File: config.mk
export PLATFORM = sky130hd
export DESIGN_NAME = mem_cmd_ctrl
export DESIGN_NICKNAME = d
export VERILOG_FILES = /design/src/rtl/mem_ctrl_pkg.sv /design/src/rtl/mem_cmd_ctrl.sv
export SDC_FILE = /design/constraint.sdc
export NUM_CORES = 1
export LEC_CHECK = 0
export BUFFER_PORTS_ARGS = -buffer_cell sky130_fd_sc_hd__buf_2
export CAP_MARGIN = 20
export CORE_MARGIN = 3
export CORE_UTILIZATION = 52
export DETAILED_ROUTE_END_ITERATION = 7
export PLACE_DENSITY = 0.79
export SKIP_LAST_GASP = 1
export SYNTH_ARGS = -nofsm -noshare
export SYNTH_HDL_FRONTEND = slang
export SYNTH_SLANG_ARGS = --single-unit
File: constraint.sdc
create_clock -name clk -period 2 [get_ports clk]
set_input_delay 0.4 -clock clk [delete_from_list [all_inputs] [get_ports clk]]
set_output_delay 0.4 -clock clk [all_outputs]
set_load 0.005 [all_outputs]
File: src/rtl/mem_ctrl_pkg.sv
// Shared definitions for the UART-to-memory command controller.
//
// Contents:
//   state_t       - controller FSM state encoding
//   OPC_WR/OPC_RD - command opcodes carried in the first frame byte
//   RD_TIMEOUT    - cycles allowed in WAIT_RD before the read is abandoned
//   opcode_valid  - recognises a legal opcode byte
//   rx_drop_state - states in which an incoming byte cannot be used
package mem_ctrl_pkg;

    typedef enum logic [2:0] {
        IDLE     = 3'd0,
        GET_ADDR = 3'd1,
        GET_DATA = 3'd2,
        WRITE    = 3'd3,
        READ     = 3'd4,
        WAIT_RD  = 3'd5,
        SEND     = 3'd6
    } state_t;

    localparam logic [7:0] OPC_WR     = 8'h57;
    localparam logic [7:0] OPC_RD     = 8'h52;
    localparam int         RD_TIMEOUT = 4;

    function automatic logic opcode_valid(input logic [7:0] op);
        return (op == OPC_WR) || (op == OPC_RD);
    endfunction

    // Bytes arriving while a memory access or a reply is in flight are
    // discarded and reported; the operation itself carries on.
    function automatic logic rx_drop_state(input state_t st);
        logic drop;
        case (st)
            WRITE, READ, WAIT_RD, SEND: drop = 1'b1;
            default:                    drop = 1'b0;
        endcase
        return drop;
    endfunction

endpackage

File: src/rtl/mem_cmd_ctrl.sv
// UART byte-stream command controller for a single-port memory.
//
// Frame format: opcode byte, address byte, then (writes only) NBYTES data
// bytes most-significant first. A read returns the addressed word over the
// tx byte stream, most-significant byte first.
//
// Ports:
//   clk, rst            - clock and synchronous active-high reset
//   rx_data, rx_valid   - incoming bytes (one-cycle strobe per byte)
//   tx_data, tx_valid,
//   tx_ready            - outgoing bytes, valid/ready handshake
//   write_En, read_En   - one-cycle memory strobes
//   Address, Data_in    - memory address and write data
//   Data_out, Valid_out - memory read data and its valid strobe
//   busy                - high whenever the FSM is not in IDLE
//   err                 - one-cycle pulse on a protocol error or read timeout
//
// All outputs come straight from registers; the combinational process
// computes every register's next value.
module mem_cmd_ctrl
    import mem_ctrl_pkg::*;
#(
    parameter  int DATA_WIDTH = 32,
    parameter  int MEM_DEPTH  = 64,
    localparam int ADDR_WIDTH = $clog2(MEM_DEPTH),
    localparam int NBYTES     = DATA_WIDTH / 8
) (
    input  logic                  clk,
    input  logic                  rst,
    input  logic [7:0]            rx_data,
    input  logic                  rx_valid,
    output logic [7:0]            tx_data,
    output logic                  tx_valid,
    input  logic                  tx_ready,
    output logic                  write_En,
    output logic                  read_En,
    output logic [ADDR_WIDTH-1:0] Address,
    output logic [DATA_WIDTH-1:0] Data_in,
    input  logic [DATA_WIDTH-1:0] Data_out,
    input  logic                  Valid_out,
    output logic                  busy,
    output logic                  err
);

    localparam int                CNT_W     = (NBYTES > 1) ? $clog2(NBYTES) : 1;
    localparam logic [CNT_W-1:0]  LAST_BYTE = CNT_W'(NBYTES - 1);
    localparam int                TMO_W     = $clog2(RD_TIMEOUT + 1);
    localparam logic [TMO_W-1:0]  TMO_LAST  = TMO_W'(RD_TIMEOUT - 1);

    state_t                  state_r,    state_s;
    logic                    is_wr_r,    is_wr_s;
    logic [CNT_W-1:0]        byte_cnt_r, byte_cnt_s;
    logic [TMO_W-1:0]        tmo_cnt_r,  tmo_cnt_s;
    logic [ADDR_WIDTH-1:0]   addr_r,     addr_s;
    logic [DATA_WIDTH-1:0]   data_in_r,  data_in_s;
    logic [DATA_WIDTH-1:0]   word_r,     word_s;
    logic [7:0]              tx_data_r,  tx_data_s;
    logic                    tx_valid_r, tx_valid_s;
    logic                    write_en_r, write_en_s;
    logic                    read_en_r,  read_en_s;
    logic                    busy_r,     busy_s;
    logic                    err_r,      err_s;
    logic                    addr_bad_s;

    // An address byte is out of range when any bit at or above ADDR_WIDTH is set.
    assign addr_bad_s = ((rx_data >> ADDR_WIDTH) != 8'h00);

    // Next-state and next-output computation for the command FSM.
    always_comb begin
        state_s    = state_r;
        is_wr_s    = is_wr_r;
        byte_cnt_s = byte_cnt_r;
        tmo_cnt_s  = tmo_cnt_r;
        addr_s     = addr_r;
        data_in_s  = data_in_r;
        word_s     = word_r;
        tx_data_s  = tx_data_r;
        tx_valid_s = tx_valid_r;
        write_en_s = 1'b0;
        read_en_s  = 1'b0;
        err_s      = 1'b0;

        case (state_r)
            IDLE: begin
                if (rx_valid) begin
                    if (opcode_valid(rx_data)) begin
                        state_s = GET_ADDR;
                        is_wr_s = (rx_data == OPC_WR);
                    end else begin
                        err_s = 1'b1;
                    end
                end else begin
                    state_s = IDLE;
                end
            end

            GET_ADDR: begin
                if (rx_valid) begin
                    if (addr_bad_s) begin
                        err_s   = 1'b1;
                        state_s = IDLE;
                    end else begin
                        addr_s = ADDR_WIDTH'(rx_data);
                        if (is_wr_r) begin
                            state_s    = GET_DATA;
                            byte_cnt_s = {CNT_W{1'b0}};
                            data_in_s  = {DATA_WIDTH{1'b0}};
                        end else begin
                            // read_En is registered, so it is high exactly
                            // while the FSM sits in READ.
                            state_s   = READ;
                            read_en_s = 1'b1;
                        end
                    end
                end else begin
                    state_s = GET_ADDR;
                end
            end

            GET_DATA: begin
                if (rx_valid) begin
                    data_in_s = (data_in_r << 4'd8) | DATA_WIDTH'(rx_data);
                    if (byte_cnt_r == LAST_BYTE) begin
                        state_s    = WRITE;
                        write_en_s = 1'b1;
                        byte_cnt_s = {CNT_W{1'b0}};
                    end else begin
                        byte_cnt_s = byte_cnt_r + CNT_W'(1);
                    end
                end else begin
                    state_s = GET_DATA;
                end
            end

            WRITE: begin
                state_s = IDLE;
            end

            READ: begin
                state_s   = WAIT_RD;
                tmo_cnt_s = {TMO_W{1'b0}};
            end

            WAIT_RD: begin
                if (Valid_out) begin
                    state_s    = SEND;
                    word_s     = Data_out;
                    tx_data_s  = Data_out[DATA_WIDTH-1 -: 8];
                    tx_valid_s = 1'b1;
                    byte_cnt_s = {CNT_W{1'b0}};
                    tmo_cnt_s  = {TMO_W{1'b0}};
                end else if (tmo_cnt_r == TMO_LAST) begin
                    // Fourth consecutive cycle without read data.
                    state_s   = IDLE;
                    err_s     = 1'b1;
                    tmo_cnt_s = {TMO_W{1'b0}};
                end else begin
                    tmo_cnt_s = tmo_cnt_r + TMO_W'(1);
                end
            end

            SEND: begin
                if (tx_valid_r && tx_ready) begin
                    if (byte_cnt_r == LAST_BYTE) begin
                        state_s    = IDLE;
                        tx_valid_s = 1'b0;
                        byte_cnt_s = {CNT_W{1'b0}};
                    end else begin
                        // Shift the next byte into the top position; tx_data
                        // only moves on an accepted handshake.
                        byte_cnt_s = byte_cnt_r + CNT_W'(1);
                        word_s     = word_r << 4'd8;
                        tx_data_s  = word_s[DATA_WIDTH-1 -: 8];
                    end
                end else begin
                    state_s = SEND;
                end
            end

            default: begin
                state_s    = IDLE;
                tx_valid_s = 1'b0;
                byte_cnt_s = {CNT_W{1'b0}};
                tmo_cnt_s  = {TMO_W{1'b0}};
            end
        endcase

        if (rx_valid && rx_drop_state(state_r)) begin
            err_s = 1'b1;
        end else begin
            err_s = err_s;
        end

        busy_s = (state_s != IDLE);
    end

    // State and output registers with synchronous reset.
    always_ff @(posedge clk) begin
        if (rst) begin
            state_r    <= IDLE;
            is_wr_r    <= 1'b0;
            byte_cnt_r <= {CNT_W{1'b0}};
            tmo_cnt_r  <= {TMO_W{1'b0}};
            addr_r     <= {ADDR_WIDTH{1'b0}};
            data_in_r  <= {DATA_WIDTH{1'b0}};
            word_r     <= {DATA_WIDTH{1'b0}};
            tx_data_r  <= 8'h00;
            tx_valid_r <= 1'b0;
            write_en_r <= 1'b0;
            read_en_r  <= 1'b0;
            busy_r     <= 1'b0;
            err_r      <= 1'b0;
        end else begin
            state_r    <= state_s;
            is_wr_r    <= is_wr_s;
            byte_cnt_r <= byte_cnt_s;
            tmo_cnt_r  <= tmo_cnt_s;
            addr_r     <= addr_s;
            data_in_r  <= data_in_s;
            word_r     <= word_s;
            tx_data_r  <= tx_data_s;
            tx_valid_r <= tx_valid_s;
            write_en_r <= write_en_s;
            read_en_r  <= read_en_s;
            busy_r     <= busy_s;
            err_r      <= err_s;
        end
    end

    assign tx_data  = tx_data_r;
    assign tx_valid = tx_valid_r;
    assign write_En = write_en_r;
    assign read_En  = read_en_r;
    assign Address  = addr_r;
    assign Data_in  = data_in_r;
    assign busy     = busy_r;
    assign err      = err_r;

endmodule

After elaboration in Yosys (flattened, before gate mapping)
Cells that the tools add are included.
Widths: inputs -> output; s select.
{"block": "totals", "register_bits": 84, "in_bits": 45, "out_inout_bits": 51, "word_cells": 111}
{"block": "classes", "addsub": 2, "eq_ne": 18, "muxes": 51, "bitwise_logic": 7, "reduce_logical": 20}
{"operator": "$mux 32", "count": 4}
{"operator": "$mux 24", "count": 3}
{"operator": "$pmux 32 s2", "count": 1}
{"operator": "$pmux 24 s2", "count": 1}
{"operator": "$mux 3", "count": 13}
{"operator": "$or 32x8->32", "count": 1}
{"operator": "$mux 8", "count": 3}
{"operator": "$pmux 3 s6", "count": 1}
{"operator": "$eq 8x7->1 const B", "count": 2}
{"operator": "$ne 2x2->1 const B", "count": 8}
{"operator": "$pmux 8 s2", "count": 1}
{"operator": "$mux 2", "count": 7}
{"operator": "$mux 1", "count": 13}
{"operator": "$pmux 2 s5", "count": 1}
{"operator": "$reduce_or 5->1", "count": 2}
{"operator": "$eq 3x2->1 const B", "count": 3}
{"operator": "$eq 3x3->1 const B", "count": 3}
{"operator": "$reduce_and 4->1", "count": 2}
{"operator": "$reduce_bool 8->1", "count": 1}
{"operator": "$reduce_or 4->1", "count": 2}
{"operator": "$reduce_and 7->1", "count": 1}
{"operator": "$not 1->1", "count": 6}
{"operator": "$pmux 1 s3", "count": 2}
{"operator": "$pmux 3 s2", "count": 1}
{"operator": "other kinds (12)", "count": 16}

Longest topological paths before layout
{"block": "logic_depth", "ltp_word": 6, "depth_mapped": 8, "mapped_depth_nobuf": 6}

Least setup slack after synthesis
No wires, ideal clock.
{"block": "synth_timing", "path_kind": "in2reg", "startpoint": "input rx_valid", "endpoint": "register data_in_r[10] (netlist: Data_in[10])", "setup_ns": 0.132, "arrival_time_ns": 1.512, "required_time_ns": 1.868, "setup_slack_ns": 0.356, "path_stages": 7, "path_buffers": 3, "path_cell_list": "buf_2 -> nor2b_1 -> clkbuf_1 -> nand2_1 -> clkbuf_1 -> nand2_1 -> a21oi_1"}
{"block": "synth_between", "elab_chain_cells": 2, "word_cells_on_any_way": 3, "cone_classes": "eq/ne: 2; reduce/logical: 1"}
{"item": "from (decl)", "line_no": "mem_cmd_ctrl.sv:31", "rtl": "input logic rx_valid,"}
{"item": "$ne 2x2->1 (no line)"}
{"item": "$reduce_and 5->1 (no line) *"}
{"item": "to (signal assigned)", "line_no": "mem_cmd_ctrl.sv:205", "rtl": "data_in_r <= {DATA_WIDTH{1'b0}};"}
{"item": "to (signal assigned)", "line_no": "mem_cmd_ctrl.sv:219", "rtl": "data_in_r <= data_in_s;"}
{"item": "to (decl)", "line_no": "mem_cmd_ctrl.sv:55", "rtl": "logic [DATA_WIDTH-1:0] data_in_r, data_in_s;"}
Mark *: on every way between the ends. The rest lies on a longest branch, timed or not.
A chain may end at the register's enable or synchronous reset.

Worst setup path after layout
{"block": "layout_timing", "startpoint": "register state_r[0]", "endpoint": "register byte_cnt_r[0]"}
{"block": "layout_between", "elab_chain_cells": 4, "word_cells_on_any_way": 17, "cone_classes": "eq/ne: 12; mux: 1; bitwise: 1; reduce/logical: 3"}
{"item": "from (decl)", "line_no": "mem_cmd_ctrl.sv:50", "rtl": "state_t state_r, state_s;"}
{"item": "from (signal assigned)", "line_no": "mem_cmd_ctrl.sv:214", "rtl": "state_r <= state_s;"}
{"item": "$eq 3x2->1 (tied with other cells)", "line_no": "mem_cmd_ctrl.sv:83", "rtl": "case (state_r)"}
{"item": "$reduce_or 3->1 (no line)"}
{"item": "$not 1->1 (no line)"}
{"item": "$reduce_and 7->1 (no line)"}
{"item": "to (signal assigned)", "line_no": "mem_cmd_ctrl.sv:202", "rtl": "byte_cnt_r <= {CNT_W{1'b0}};"}
{"item": "to (signal assigned)", "line_no": "mem_cmd_ctrl.sv:216", "rtl": "byte_cnt_r <= byte_cnt_s;"}
{"item": "to (decl)", "line_no": "mem_cmd_ctrl.sv:52", "rtl": "logic [CNT_W-1:0] byte_cnt_r, byte_cnt_s;"}
Several ways; a longest one is shown, not always the timed one.

==> impl_summary.md <==
Global routing
Entering global routing, the biggest net connects 57 pins. The initial antenna violation count is 0. The number of global-route vias before repair is 3290. After global routing the overflow that remains totals 0. The first global-routing pass estimated 15.2 mm of wire. Across every metal layer, demand over resource in global routing totals 22.4%.

Synth
Synthesis handed over a netlist of 438 instances. The cell type with the largest total area after synthesis is dfxtp_1. The share of synthesized area in the top cell type comes to 46.1%. The count of synthesis-stage warnings from yosys is 0. Of all flip-flops after synthesis, the portion carrying an async set or reset was 0%.

The post-synthesis sequential area ratio is 46.1%. After synthesis, the mean cell area works out to 8.34 sq um. By area the synthesized netlist is led by dfxtp_1, nand2_1, a21oi_1. Among all flip-flop cells after synthesis, the most frequent one is dfxtp_1.

The net count after synthesis is 485. Sorting the synthesized cells by how often they occur yields dfxtp_1, nand2_1, a21oi_1. The number of enable flip-flop cells after synthesis is 0.

The flip-flop and latch count after synthesis is 84. In this run the cell area of the synthesized design comes to 3650 sq um. Among all cell types in the netlist, the one instantiated most often is dfxtp_1. The number of different library cells in the post-synthesis netlist is 44.

Pwr
The power per standard cell area is 725 nW/um^2. The net switching power of the design is 0.667 mW. The share of total power dissipated in sequential elements is 52.0%.

Net switching is 20.7% of the power. The clock share of power is 44.0%. The part of the power in combinational logic is 3.9%. IR analysis of the VDD net gives a maximum drop of 0.638 mV. The internal portion of the total power is 2.55 mW. In this run the static leakage power is 1.76 nW. The post-layout total power is 3.21 mW.

Layout
Cells fill 67.5% of the core in the end. The repair_antennas step left the layout with diodes totalling 0. The fraction of layout cells with a size suffix above 1 is 27.2%. Compared with the post-synthesis result, the final layout area differs by 21.4%. At the end of the flow, the number of nets in the layout was 565.

Timing
The final count of pins violating max slew is 0. Setup repair after global routing left no endpoint under its margin. Based on the critical path, the design can be clocked at up to 575 MHz. The actual slew at the worst max-slew pin is 0.600 ns. The final-report setup violation count is 0. The shortest clock period the worst path allows after layout is 1.74 ns.

Measured against its own limit, the worst slew margin works out to 60.0%. The ratio of final minimum period to clock period is 87.0%. Setup slack closes at 0.260 ns.

The total count of hold-check failures in the final report is 0. The worst clock skew on the final layout is 0.00972 ns. The total negative slack for setup checks is 0 ns.

Place
The count of buffers added on input and output ports is 95. Timing analysis after detailed placement gives a worst setup slack of 0.167 ns. The HPWL after detailed placement is 6.06 mm. The global placement routability congestion is 0.861.

Detailed routing
The final wirelength is 9.01 mm. In the final routed layout, each cell accounts on average for 14.6 um. In the routed design, unresolved DRC markers number 0. The detailed-route via count is 3442. The first detailed-routing pass took 4 iterations. The DRC marker count from the first detailed-route iteration is 268.

The residual antenna-violating net count after detailed routing is 0. In the routed layout, each cell is associated on average with a via count of 5.59.

Critical path
Traced cell by cell, the critical path runs through buf_4 -> nand2b_1 -> a22oi_1 -> o221ai_1 -> or4_1 -> a21oi_1. Broken down by cell family, the worst path's largest delay share belongs to simple AND/OR/NAND/NOR gates. The slowest stage cell on the critical path is or4_1.

The largest fanout of any net on the critical path is 13. The number of buffers and inverters on the critical path is 1. At the worst endpoint, the required time is 2.29 ns. The sort of element at the end of the critical path is a flip-flop. The worst setup path is of the reg2reg kind. The critical path's largest stage delay is 0.45 ns.

The data arrival time at the worst-slack endpoint is 2.03 ns. The kind of start point of the critical path is a flip-flop.

Die
Pin placement for this block handled 96 I/O pins. The die outline area is 8060 sq um. The core region is 6570 sq um.

Measured along the x axis, the die boundary spans 89.8 um. After floorplanning, the core was divided into 29 placement rows. The initial cell density of the core is 55.6%.

The die is 89.8 um tall.

Status
The flow ran to the end, and the final reports show no timing, DRC or antenna violations.

Clock network
CTS built an H-tree with a depth of 3. Clock latency on the worst-skew pair, taken at its later pin, is 0.35 ns. The number of buffers on the longest clock path is 2.

The clock sink total is 84. The total of hold buffers inserted after clock tree synthesis is 0. The clock slew seen by the registers of the worst setup and hold paths is 0.08 ns. The post-cts resize count is 0. The number of CTS-inserted buffers is 9. The clock tree from TritonCTS is done. The total setup buffers inserted after CTS is 0. The clock root buffer is clkbuf_8.

Min path
The worst hold-check path type is in2reg.

Run
The max-capacitance violation count is 0.
tightest hold or removal path: cells and delay by family:
kind | cells | cell delay, ns
AOI/OAI and AO/OA | 1 | 0.07
buffers and inverters | 1 | 0.09
and+or+nand+nor | 1 | 0.04
power by group through the flow:
| stage | sequential (mW) | clock (mW) | combinational, mW |
|---|---|---|---|
| after floorplan | 1.71 | 0 | 0.0591 |
| after global placement | 1.71 | 0 | 0.125 |
| after detailed placement | 1.71 | 0 | 0.126 |
| after CTS | 1.67 | 1.43 | 0.126 |
| after global routing | 1.67 | 1.49 | 0.141 |
| final | 1.67 | 1.41 | 0.127 |
sequential cells by signal (all words and copies together), names as in the netlist:
| name | cells |
|---|---|
| write_En | 1 |
| err | 1 |
| tx_valid | 1 |
| state_r | 3 |
| read_En | 1 |
| word_r | 24 |
| busy | 1 |
| byte_cnt_r | 2 |
| tmo_cnt_r | 3 |
| Address | 6 |
| Data_in | 32 |
| is_wr_r | 1 |
| tx_data | 8 |
routing by layer:
layer  vias to the layer above  part of all wire [%]  wire [um]  global-route usage [%]
met5                         -                     0          0                       0
met1                      1601                    46       4100                    28.6
met3                        10                   5.6        507                    5.01
met2                        99                    47       4260                    37.3
li1                       1732                     -          -                       -
met4                         0                   1.6        140                    8.30
per-stage QoR:
stage / instance area [sq um] / hold WS [ns] / cells
2_1_floorplan: 3650 / 0.409 / 438
3_5_place_dp: 4200 / 0.425 / 600
4_1_cts: 4430 / 0.292 / 616
6_report: 4430 / 0.304 / 616
3_3_place_gp: 4200 / 0.419 / 600
5_1_grt: 4430 / 0.297 / 616
placed cells by master, fill, tap and decap left out, types with 2 or more instances in the layout:
master     count
nand3b_1       2
nor2b_1        4
nor2_1        31
a21oi_1       51
clkbuf_8       9
a21o_1         4
clkinv_2       2
buf_2         95
nand3_1       41
buf_4         15
a311oi_2      10
nand2b_1       4
and2_1         2
a311oi_1      17
nand4_1       33
clkbuf_1       2
nand2_1       75
ha_1           2
nor3_1         3
mux2i_1        2
inv_1          4
and3_1         3
a31oi_1        2
dfxtp_1       84
bufinv_16      3
a22oi_1        2
cells by family after synthesis:
| family | synth area share [%] |
|---|---|
| buf+inv | 5.41 |
| xor+xnor | 0.240 |
| compound gates | 19.1 |
| flops | 46.1 |
| mux | 0.548 |
| simple gates | 27.9 |
| fa+ha+maj | 0.685 |
final cells by class:
class,count,area [sq um]
clock buffers,11,131
clock inverters,5,100
fillers,554,2140
inverters,4,15.0
multi-input cells,308,1780
flip-flops and latches,84,1680
well taps,93,116
repair buffers,111,608
worst paths after layout:
check	startpoint	endpoint	slack, ns	cells after the start
worst max-delay path	state_r[0]$_SDFF_PP0_	byte_cnt_r[0]$_SDFFE_PP0P_	0.26	6
worst min-delay path	Data_out[25]	tx_data[1]$_SDFFE_PP0P_	0.30	3
worst max register to register	state_r[0]$_SDFF_PP0_	byte_cnt_r[0]$_SDFFE_PP0P_	0.26	6
worst min register to register	tmo_cnt_r[2]$_SDFFE_PP0N_	tmo_cnt_r[2]$_SDFFE_PP0N_	0.44	2
No activity file was read; power rests on OpenSTA's default activity.
